**src/rtl/result_tx_sequencer.sv**
```systemverilog
// Frames one {opcode, 16-bit result} request as HEADER/opcode/result_hi/result_lo[/xor] bytes
// and hands them one at a time to the shared UART transmitter, watching its busy flag.
module result_tx_sequencer #(
    parameter logic [7:0]  HEADER         = 8'hA5,
    parameter bit          CSUM_EN        = 1'b1,
    parameter int unsigned ACCEPT_TIMEOUT = 16      // legal range 2..255
) (
    input  logic        clock,
    input  logic        reset,
    input  logic        req_valid,
    output logic        req_ready,
    input  logic [2:0]  req_opcode,
    input  logic [15:0] req_result,
    output logic        uart_start,
    output logic [7:0]  uart_data,
    input  logic        uart_busy,
    output logic        frame_done,
    output logic        err_timeout,
    output logic [7:0]  frame_count
);

    typedef enum logic [2:0] {
        IDLE,
        START,
        WAIT_ACC,
        WAIT_DONE,
        DONE
    } state_t;

    localparam logic [2:0] LAST_IDX     = CSUM_EN ? 3'd4 : 3'd3;
    localparam logic [7:0] TIMEOUT_LAST = 8'(ACCEPT_TIMEOUT - 1);

    state_t      state;
    logic [2:0]  idx;
    logic [7:0]  wait_cnt;
    logic [2:0]  opcode_q;
    logic [15:0] result_q;
    logic [7:0]  cur_byte;

    // Byte selected by the current index; the checksum is rebuilt from the latched request.
    always_comb begin
        cur_byte = HEADER;
        case (idx)
            3'd0:    cur_byte = HEADER;
            3'd1:    cur_byte = {5'b0, opcode_q};
            3'd2:    cur_byte = result_q[15:8];
            3'd3:    cur_byte = result_q[7:0];
            default: cur_byte = HEADER ^ {5'b0, opcode_q} ^ result_q[15:8] ^ result_q[7:0];
        endcase
    end

    always_ff @(posedge clock or posedge reset) begin
        if (reset) begin
            state       <= IDLE;
            req_ready   <= 1'b1;
            uart_start  <= 1'b0;
            uart_data   <= 8'h00;
            frame_done  <= 1'b0;
            err_timeout <= 1'b0;
            frame_count <= 8'h00;
            idx         <= 3'd0;
            wait_cnt    <= 8'h00;
            opcode_q    <= 3'd0;
            result_q    <= 16'h0000;
        end else begin
            // NOTE: pulse outputs default low each cycle; only the branch that fires raises them.
            uart_start <= 1'b0;
            frame_done <= 1'b0;
            case (state)
                IDLE: begin
                    if (req_valid) begin
                        opcode_q    <= req_opcode;
                        result_q    <= req_result;
                        idx         <= 3'd0;
                        err_timeout <= 1'b0;
                        req_ready   <= 1'b0;
                        state       <= START;
                    end
                end
                START: begin
                    if (!uart_busy) begin
                        uart_start <= 1'b1;
                        uart_data  <= cur_byte;
                        wait_cnt   <= 8'h00;
                        state      <= WAIT_ACC;
                    end
                end
                WAIT_ACC: begin
                    if (uart_busy) begin
                        state <= WAIT_DONE;
                    end else if (wait_cnt == TIMEOUT_LAST) begin
                        // Transmitter never took the byte: drop the frame and flag it.
                        err_timeout <= 1'b1;
                        req_ready   <= 1'b1;
                        state       <= IDLE;
                    end else begin
                        wait_cnt <= wait_cnt + 8'd1;
                    end
                end
                WAIT_DONE: begin
                    if (!uart_busy) begin
                        if (idx == LAST_IDX) begin
                            frame_done  <= 1'b1;
                            frame_count <= frame_count + 8'd1;
                            state       <= DONE;
                        end else begin
                            idx   <= idx + 3'd1;
                            state <= START;
                        end
                    end
                end
                DONE: begin
                    req_ready <= 1'b1;
                    state     <= IDLE;
                end
                default: begin
                    req_ready <= 1'b1;
                    state     <= IDLE;
                end
            endcase
        end
    end

endmodule

```
**config.mk**
```make
export PLATFORM = sky130hd
export DESIGN_NAME = result_tx_sequencer
export DESIGN_NICKNAME = d
export VERILOG_FILES = /design/src/rtl/result_tx_sequencer.sv
export SDC_FILE = /design/constraint.sdc
export NUM_CORES = 1
export LEC_CHECK = 0
export BUFFER_PORTS_ARGS = -buffer_cell sky130_fd_sc_hd__buf_2
export CELL_PAD_IN_SITES_DETAIL_PLACEMENT = 1
export CELL_PAD_IN_SITES_GLOBAL_PLACEMENT = 2
export CORE_MARGIN = 1.5
export CORE_UTILIZATION = 38
export CTS_BUF_LIST = sky130_fd_sc_hd__clkbuf_16
export DETAILED_ROUTE_END_ITERATION = 7
export PLACE_DENSITY = 0.88
export SYNTH_ARGS = -nofsm -noshare
export SYNTH_HDL_FRONTEND = slang
export SYNTH_SLANG_ARGS = --single-unit
```
**constraint.sdc**
```tcl
create_clock -name clock -period 4.2 [get_ports clock]
set_input_delay 0.42 -clock clock [delete_from_list [all_inputs] [get_ports clock]]
set_output_delay 0.42 -clock clock [all_outputs]
set_load 0.02 [all_outputs]
```
==> flow_metrics.tcl, run 1 <==
set metrics [dict create \
    initial_core_util_pct 39.28 \
    fp.dieArea_sq_um 7535 \
    antenna_found_initial 0 \
    min_path_type "in2reg" \
    core-area_sq_um 6794 \
    synthXorXnorAreaFrac_pct 5.860 \
    die_h_um 86.81 \
    diodes 0 \
    grtUsageTotal_pct 16.57 \
    synthArstFlopShare_pct 100.0 \
    numCtsBuffers 5 \
    setup-tns-final_ns 0 \
    cts_tree "done" \
    drc 0 \
    place_hpwl_um 4164 \
    crit_arrival_ns 2.33 \
    synth_cells 244 \
    startpoint_type "flop" \
    drt_iter0_markers 66 \
    synth_area_sq_um 2669 \
    avgSynthCellArea_sq_um 10.94 \
    wl_um 5774 \
    worst_pin_slew_ns 1.112 \
    detail-route-antenna-nets 0 \
    slew_headroom_pct 25.86 \
    synth_flop_cell "dfrtp_1" \
    synth_seq_cells 53 \
    ys_seq_area_share_pct 49.74 \
    clockBufferDepth 2 \
    outcome "completed" \
    viasPerCell 5.199 \
    finalSetupViolCount 0 \
    clk_latency_ns 0.29 \
    layout-drive-gt1-share_pct 28.07 \
    ir_drop_mv 0.1938 \
    grt_pass1_wl_um 9770 \
    clock.fmax_ghz 0.4634 \
    skew_ns 0.006140 \
    die_x_um 86.81 \
    nets 314 \
    worstPathRequired_ns 4.37 \
    worstSetupPathType "reg2reg" \
    crit_path_max_fanout 19 \
    final_common_cell "dfrtp_1" \
    dr_total_vias 1981 \
    path_clk_slew_ns 0.07 \
    yosys_warnings 0 \
    cts_max_level 2 \
    cts.repair.resized 0 \
    cts_root_buffer "clkbuf_16" \
    synth.distinct_cells 53 \
    synth_enable_flop_cells 0 \
    port_buffers 42 \
    gp_congestion 0.7306 \
    finalHoldViolations 0 \
    setup_slack_ns 2.042 \
    layout_common_cells "dfrtp_1, buf_2, nand2_1" \
    drv_slew 0 \
    num_rows 30 \
    grt_max_degree 54 \
    hold_buffers 0 \
    power.leakage_nw 1.402 \
    maxCapViolations 0 \
    synth_compound_area_share_pct 14.30 \
    place_ws_ns 1.974 \
    rsz0062_at_grt "no" \
    fin_crit_ns 2.158 \
    post-route-period-util_pct 51.38 \
    end_kind "flop" \
    grt_pass1_vias 2062 \
    syn_nets 274 \
    wl_per_cell_um 15.15 \
    first_pass_iters 4 \
    overflow 0 \
    syn_to_final_growth_pct 16.08 \
    synth_mux_area_share_pct 9.658 \
    io-pin-count 43 \
    post-cts-setup-buffers 0 \
    synthSimpleGateAreaFrac_pct 14.06 \
    power_density_nw_per_um2 664.6 \
    cts.sinks 53 \
    synth_top_family_by_area "compound AO/OA/AOI/OAI gates" \
    synth-adder-area-share_pct 3.282 \
]
power by group:
part	internal, W	leakage [nW]	switching, W
combinational	0.000381	0.654	0.000422
sequential	0.000684	0.676	0.000179
clock	0.000217	0.0724	0.000175
total	0.00128	1.40	0.000777
critical path, stage by stage (launching register included):
cell and delay, ns:
dfrtp_1 0.55, nor2_1 0.16, nand2_1 0.15, nor2_2 0.76, mux2_2 0.43
synth_stat cells, drive strengths merged (2+ instances only):
master | n | area [sq um]
mux2 | 22 | 247.7
nor3 | 5 | 30.03
inv | 11 | 41.29
o21ai | 10 | 50.05
or4 | 2 | 15.01
dfrtp | 52 | 1301
a21oi | 10 | 53.80
o2bb2ai | 3 | 26.28
clkbuf | 5 | 18.77
nand2b | 4 | 25.02
buf | 4 | 22.52
nand2 | 23 | 86.33
o41ai | 2 | 17.52
o31ai | 2 | 15.01
a222oi | 3 | 30.03
or3 | 4 | 25.02
nor2 | 6 | 25.03
and3 | 2 | 12.51
o22ai | 2 | 12.51
o221ai | 4 | 35.03
nor3b | 2 | 15.01
nor4 | 2 | 12.51
nand4 | 8 | 50.05
o21a | 5 | 37.54
ha | 7 | 87.58
o211ai | 2 | 15.01
nand3 | 3 | 15.01
xnor2 | 10 | 87.58
xor2 | 7 | 68.82
a21o | 2 | 15.01
nor2b | 4 | 25.02
layout make-up:
class,count,area [sq um]
Fill cell,777,3696
Sequential cell,53,1328
Multi-Input combinational cell,171,1259
Timing Repair Buffer,42,210.2
Clock buffer,5,125.1
Tap cell,96,120.1
Inverter,11,41.29
Clock inverter,3,15.01
metrics by stage:
stage	hold slack (ns)	power, W	instances	utilization, %	area (sq um)
after global placement	0.4597	0.001662	373	43.54	2958
after floorplan	0.4900	0.001477	244	-	2669
final	0.3580	0.002059	381	45.60	3098
after global routing	0.3564	0.002229	381	45.60	3098
after detailed placement	0.4655	0.001692	373	43.54	2958
after CTS	0.3524	0.002095	381	45.60	3098
flip-flops by register name (all words and copies together), names as in the netlist, 3 cells and up:
name and cells:
frame_count 8, idx 3, opcode_q 3, result_q 16, state 3, uart_data 8, wait_cnt 8
cells by family after synthesis:
family	count (synthesis)
adder cells (fa/ha/maj)	7
XOR/XNOR	17
buffers and inverters	20
multiplexers	23
AO/OA/AOI/OAI	54
flip-flops	53
AND/OR/NAND/NOR	70
routing by layer:
layer  track usage (%)  wire length (um)  vias up  share of wire [%]
li1                  -                 -      969                  -
met1             20.80              2680      983                 46
met2             29.11              2922       24                 51
met3             3.429               115        5                2.0
met4             3.959                56        0               0.97
met5                 0                 0        -                  0
worst paths after layout:
kind	startpoint	end	slack, ns	cells past startpoint
max	state[0]	result_q[3]	2.04	4
min	req_result[4]	result_q[4]	0.36	2
max reg2reg	state[0]	result_q[3]	2.04	4
min reg2reg	uart_data[7]	uart_data[7]	0.47	2
max in group asynchronous	reset	result_q[10]	3.09	2
min in group asynchronous	reset	result_q[11]	0.41	2
No activity file was read; power rests on OpenSTA's default activity.
==> run 2, diff against run 1 <==
--- a/config.mk
+++ b/config.mk
@@ -9,10 +9,10 @@
 export CELL_PAD_IN_SITES_DETAIL_PLACEMENT = 1
 export CELL_PAD_IN_SITES_GLOBAL_PLACEMENT = 2
 export CORE_MARGIN = 1.5
-export CORE_UTILIZATION = 38
+export CORE_UTILIZATION = 36
 export CTS_BUF_LIST = sky130_fd_sc_hd__clkbuf_16
 export DETAILED_ROUTE_END_ITERATION = 7
-export PLACE_DENSITY = 0.88
+export PLACE_DENSITY = 0.84
 export SYNTH_ARGS = -nofsm -noshare
 export SYNTH_HDL_FRONTEND = slang
 export SYNTH_SLANG_ARGS = --single-unit
==> constraint.sdc (replaced) <==
create_clock -name clock -period 2 [get_ports clock]
set_input_delay 0.2 -clock clock [delete_from_list [all_inputs] [get_ports clock]]
set_output_delay 0.2 -clock clock [all_outputs]
set_load 0.02 [all_outputs]
==> run 2 against run 1 <==
Clock power rose to 2.8 times the previous value; hold slack worse by 0.22 ns; sequential power rose by 110%; routed wire length increased by 11%; final area grew 6.7%; utilization up 0.22 points; setup slack lost 1.9 ns; die area up 5.4%.
==> flow_metrics.tcl, run 2 (synthesis results as in run 1) <==
set metrics [dict create \
    outcome "completed" \
    min_from "req_result[4]" \
    num_rows 31 \
    port_buffers 42 \
    fin_crit_ns 1.825 \
    largest_reg_flops 16 \
    wl_um 6383 \
    multiInputGateArea_sq_um 1272 \
    regToRegSetupSlack_ns 0.18 \
    cts_max_level 2 \
    clock.fmax_ghz 0.5480 \
    regArea_sq_um 1328 \
    rsz0062_at_grt "no" \
    detail-route-antenna-nets 0 \
    rr_startpoint "idx[0]" \
    r2r_end "idx[2]" \
    worstSetupPathType "reg2reg" \
    first_pass_iters 4 \
    die_x_um 89.10 \
    fp.dieArea_sq_um 7939 \
    die_h_um 89.10 \
    clk_latency_ns 0.29 \
    rr_worst_depth 6 \
    io-pin-count 43 \
    grt_max_degree 33 \
    layout-drive-gt1-share_pct 32.33 \
    cts.sinks 53 \
    grt_pass1_vias 2068 \
    drv_slew 0 \
    diodes 0 \
    hold_end "result_q[4]" \
    finalSetupViolCount 0 \
    ir_drop_mv 0.4762 \
    final_util_pct 45.82 \
    path_clk_slew_ns 0.07 \
    grt_pass1_wl_um 10300 \
    cts_root_buffer "clkbuf_16" \
    worstPathRequired_ns 2.18 \
    core-area_sq_um 7214 \
    setup-tns-final_ns 0 \
    initial_core_util_pct 36.99 \
    wl_per_cell_um 16.00 \
    post-route-period-util_pct 91.23 \
    place_hpwl_um 4523 \
    startpoint_type "flop" \
    setup_slack_ns 0.1753 \
    min_path_type "in2reg" \
    clockBufferDepth 2 \
    regMostFlops "result_q" \
    skew_ns 0.005993 \
    place_ws_ns 0.007844 \
    final_common_cell "dfrtp_1" \
    grtUsageTotal_pct 16.63 \
    numCtsBuffers 5 \
    finalHoldViolations 0 \
    nets 329 \
    drc 0 \
    fill_cells 825 \
    layout_common_cells "dfrtp_1, buf_2, nand2_1" \
    end_kind "flop" \
    overflow 0 \
    whs_path_depth 2 \
    crit_path_max_fanout 4 \
    slew_headroom_pct 67.27 \
    worst_pin_slew_ns 0.4864 \
    antenna_found_initial 0 \
    viasPerCell 5.223 \
    power_density_nw_per_um2 1461 \
    cts_tree "done" \
    syn_to_final_growth_pct 23.86 \
    dr_total_vias 2084 \
    power.leakage_nw 1.509 \
    drt_iter0_markers 36 \
    gp_congestion 0.7984 \
    crit_arrival_ns 2.00 \
    maxCapViolations 0 \
]
## run 2: cell count changes in the layout (fill, tap and decap cells not counted), moves of 2 or more
| cell | change |
|---|---|
| buf_4 | +12 |
| bufinv_16 | +2 |
| buf_12 | +2 |
| inv_1 | -2 |
## run 2: area by class of cell
cell class / instances / area share [%]
clock buffers: 5 / 3.785
clock inverters: 3 / 1.968
inverters: 11 / 1.249
repair buffers: 57 / 10.60
well taps: 99 / 3.747
flip-flops and latches: 53 / 40.16
multi-input cells: 171 / 38.49
## run 2: per-layer routing
metal | vias up | wire length, um | global-route usage [%]
li1 | 995 | - | -
met1 | 1039 | 2914 | 22.02
met2 | 40 | 3180 | 27.96
met3 | 10 | 202 | 2.493
met4 | 0 | 85 | 5.455
met5 | - | 0 | 0
## run 2: where the power goes
group	internal (W)	switching, W	leakage, nW	total (W)
registers	0.00144	0.000347	0.676	0.00178
clock network	0.000715	0.000384	0.0938	0.00110
logic	0.000936	0.00101	0.740	0.00195
total	0.00309	0.00174	1.51	0.00483
## run 2: worst max path at each step
stage	start	to	slack (ns)
global route	idx[2]	uart_data[3]	0.05
floorplan	idx[0]	idx[0]	0.1
detailed placement	idx[0]	idx[2]	0.008
global placement	idx[0]	idx[0]	0.08
CTS	idx[0]	idx[2]	0.03
finish	idx[0]	idx[2]	0.18
## run 2: timing repair
action | CTS | global route
pin swaps | 0 | 1
setup endpoints to repair | 2 | 3
setup buffers | 1 | 3
gates resized for setup | 1 | 2
hold buffers | 1 | 0
endpoints found under the hold margin | 21 | 0
## run 2: critical path, cell delays in order, from the launching register on
cell     delay (ns)
dfrtp_1        0.40
inv_1          0.08
ha_1           0.22
nand2_1        0.09
or3b_4         0.40
a21oi_4        0.17
mux2_2         0.35
## run 2: through the flow
step | area (sq um) | instances | hold WS (ns) | total power, W
global placement | 3062 | 386 | 0.2515 | 0.003598
CTS | 3277 | 396 | 0.1335 | 0.004831
detailed placement | 3062 | 386 | 0.2612 | 0.003685
global route | 3306 | 399 | 0.1282 | 0.005154
finish | 3306 | 399 | 0.1362 | 0.004831
floorplan | 2669 | 244 | 0.3516 | 0.003101
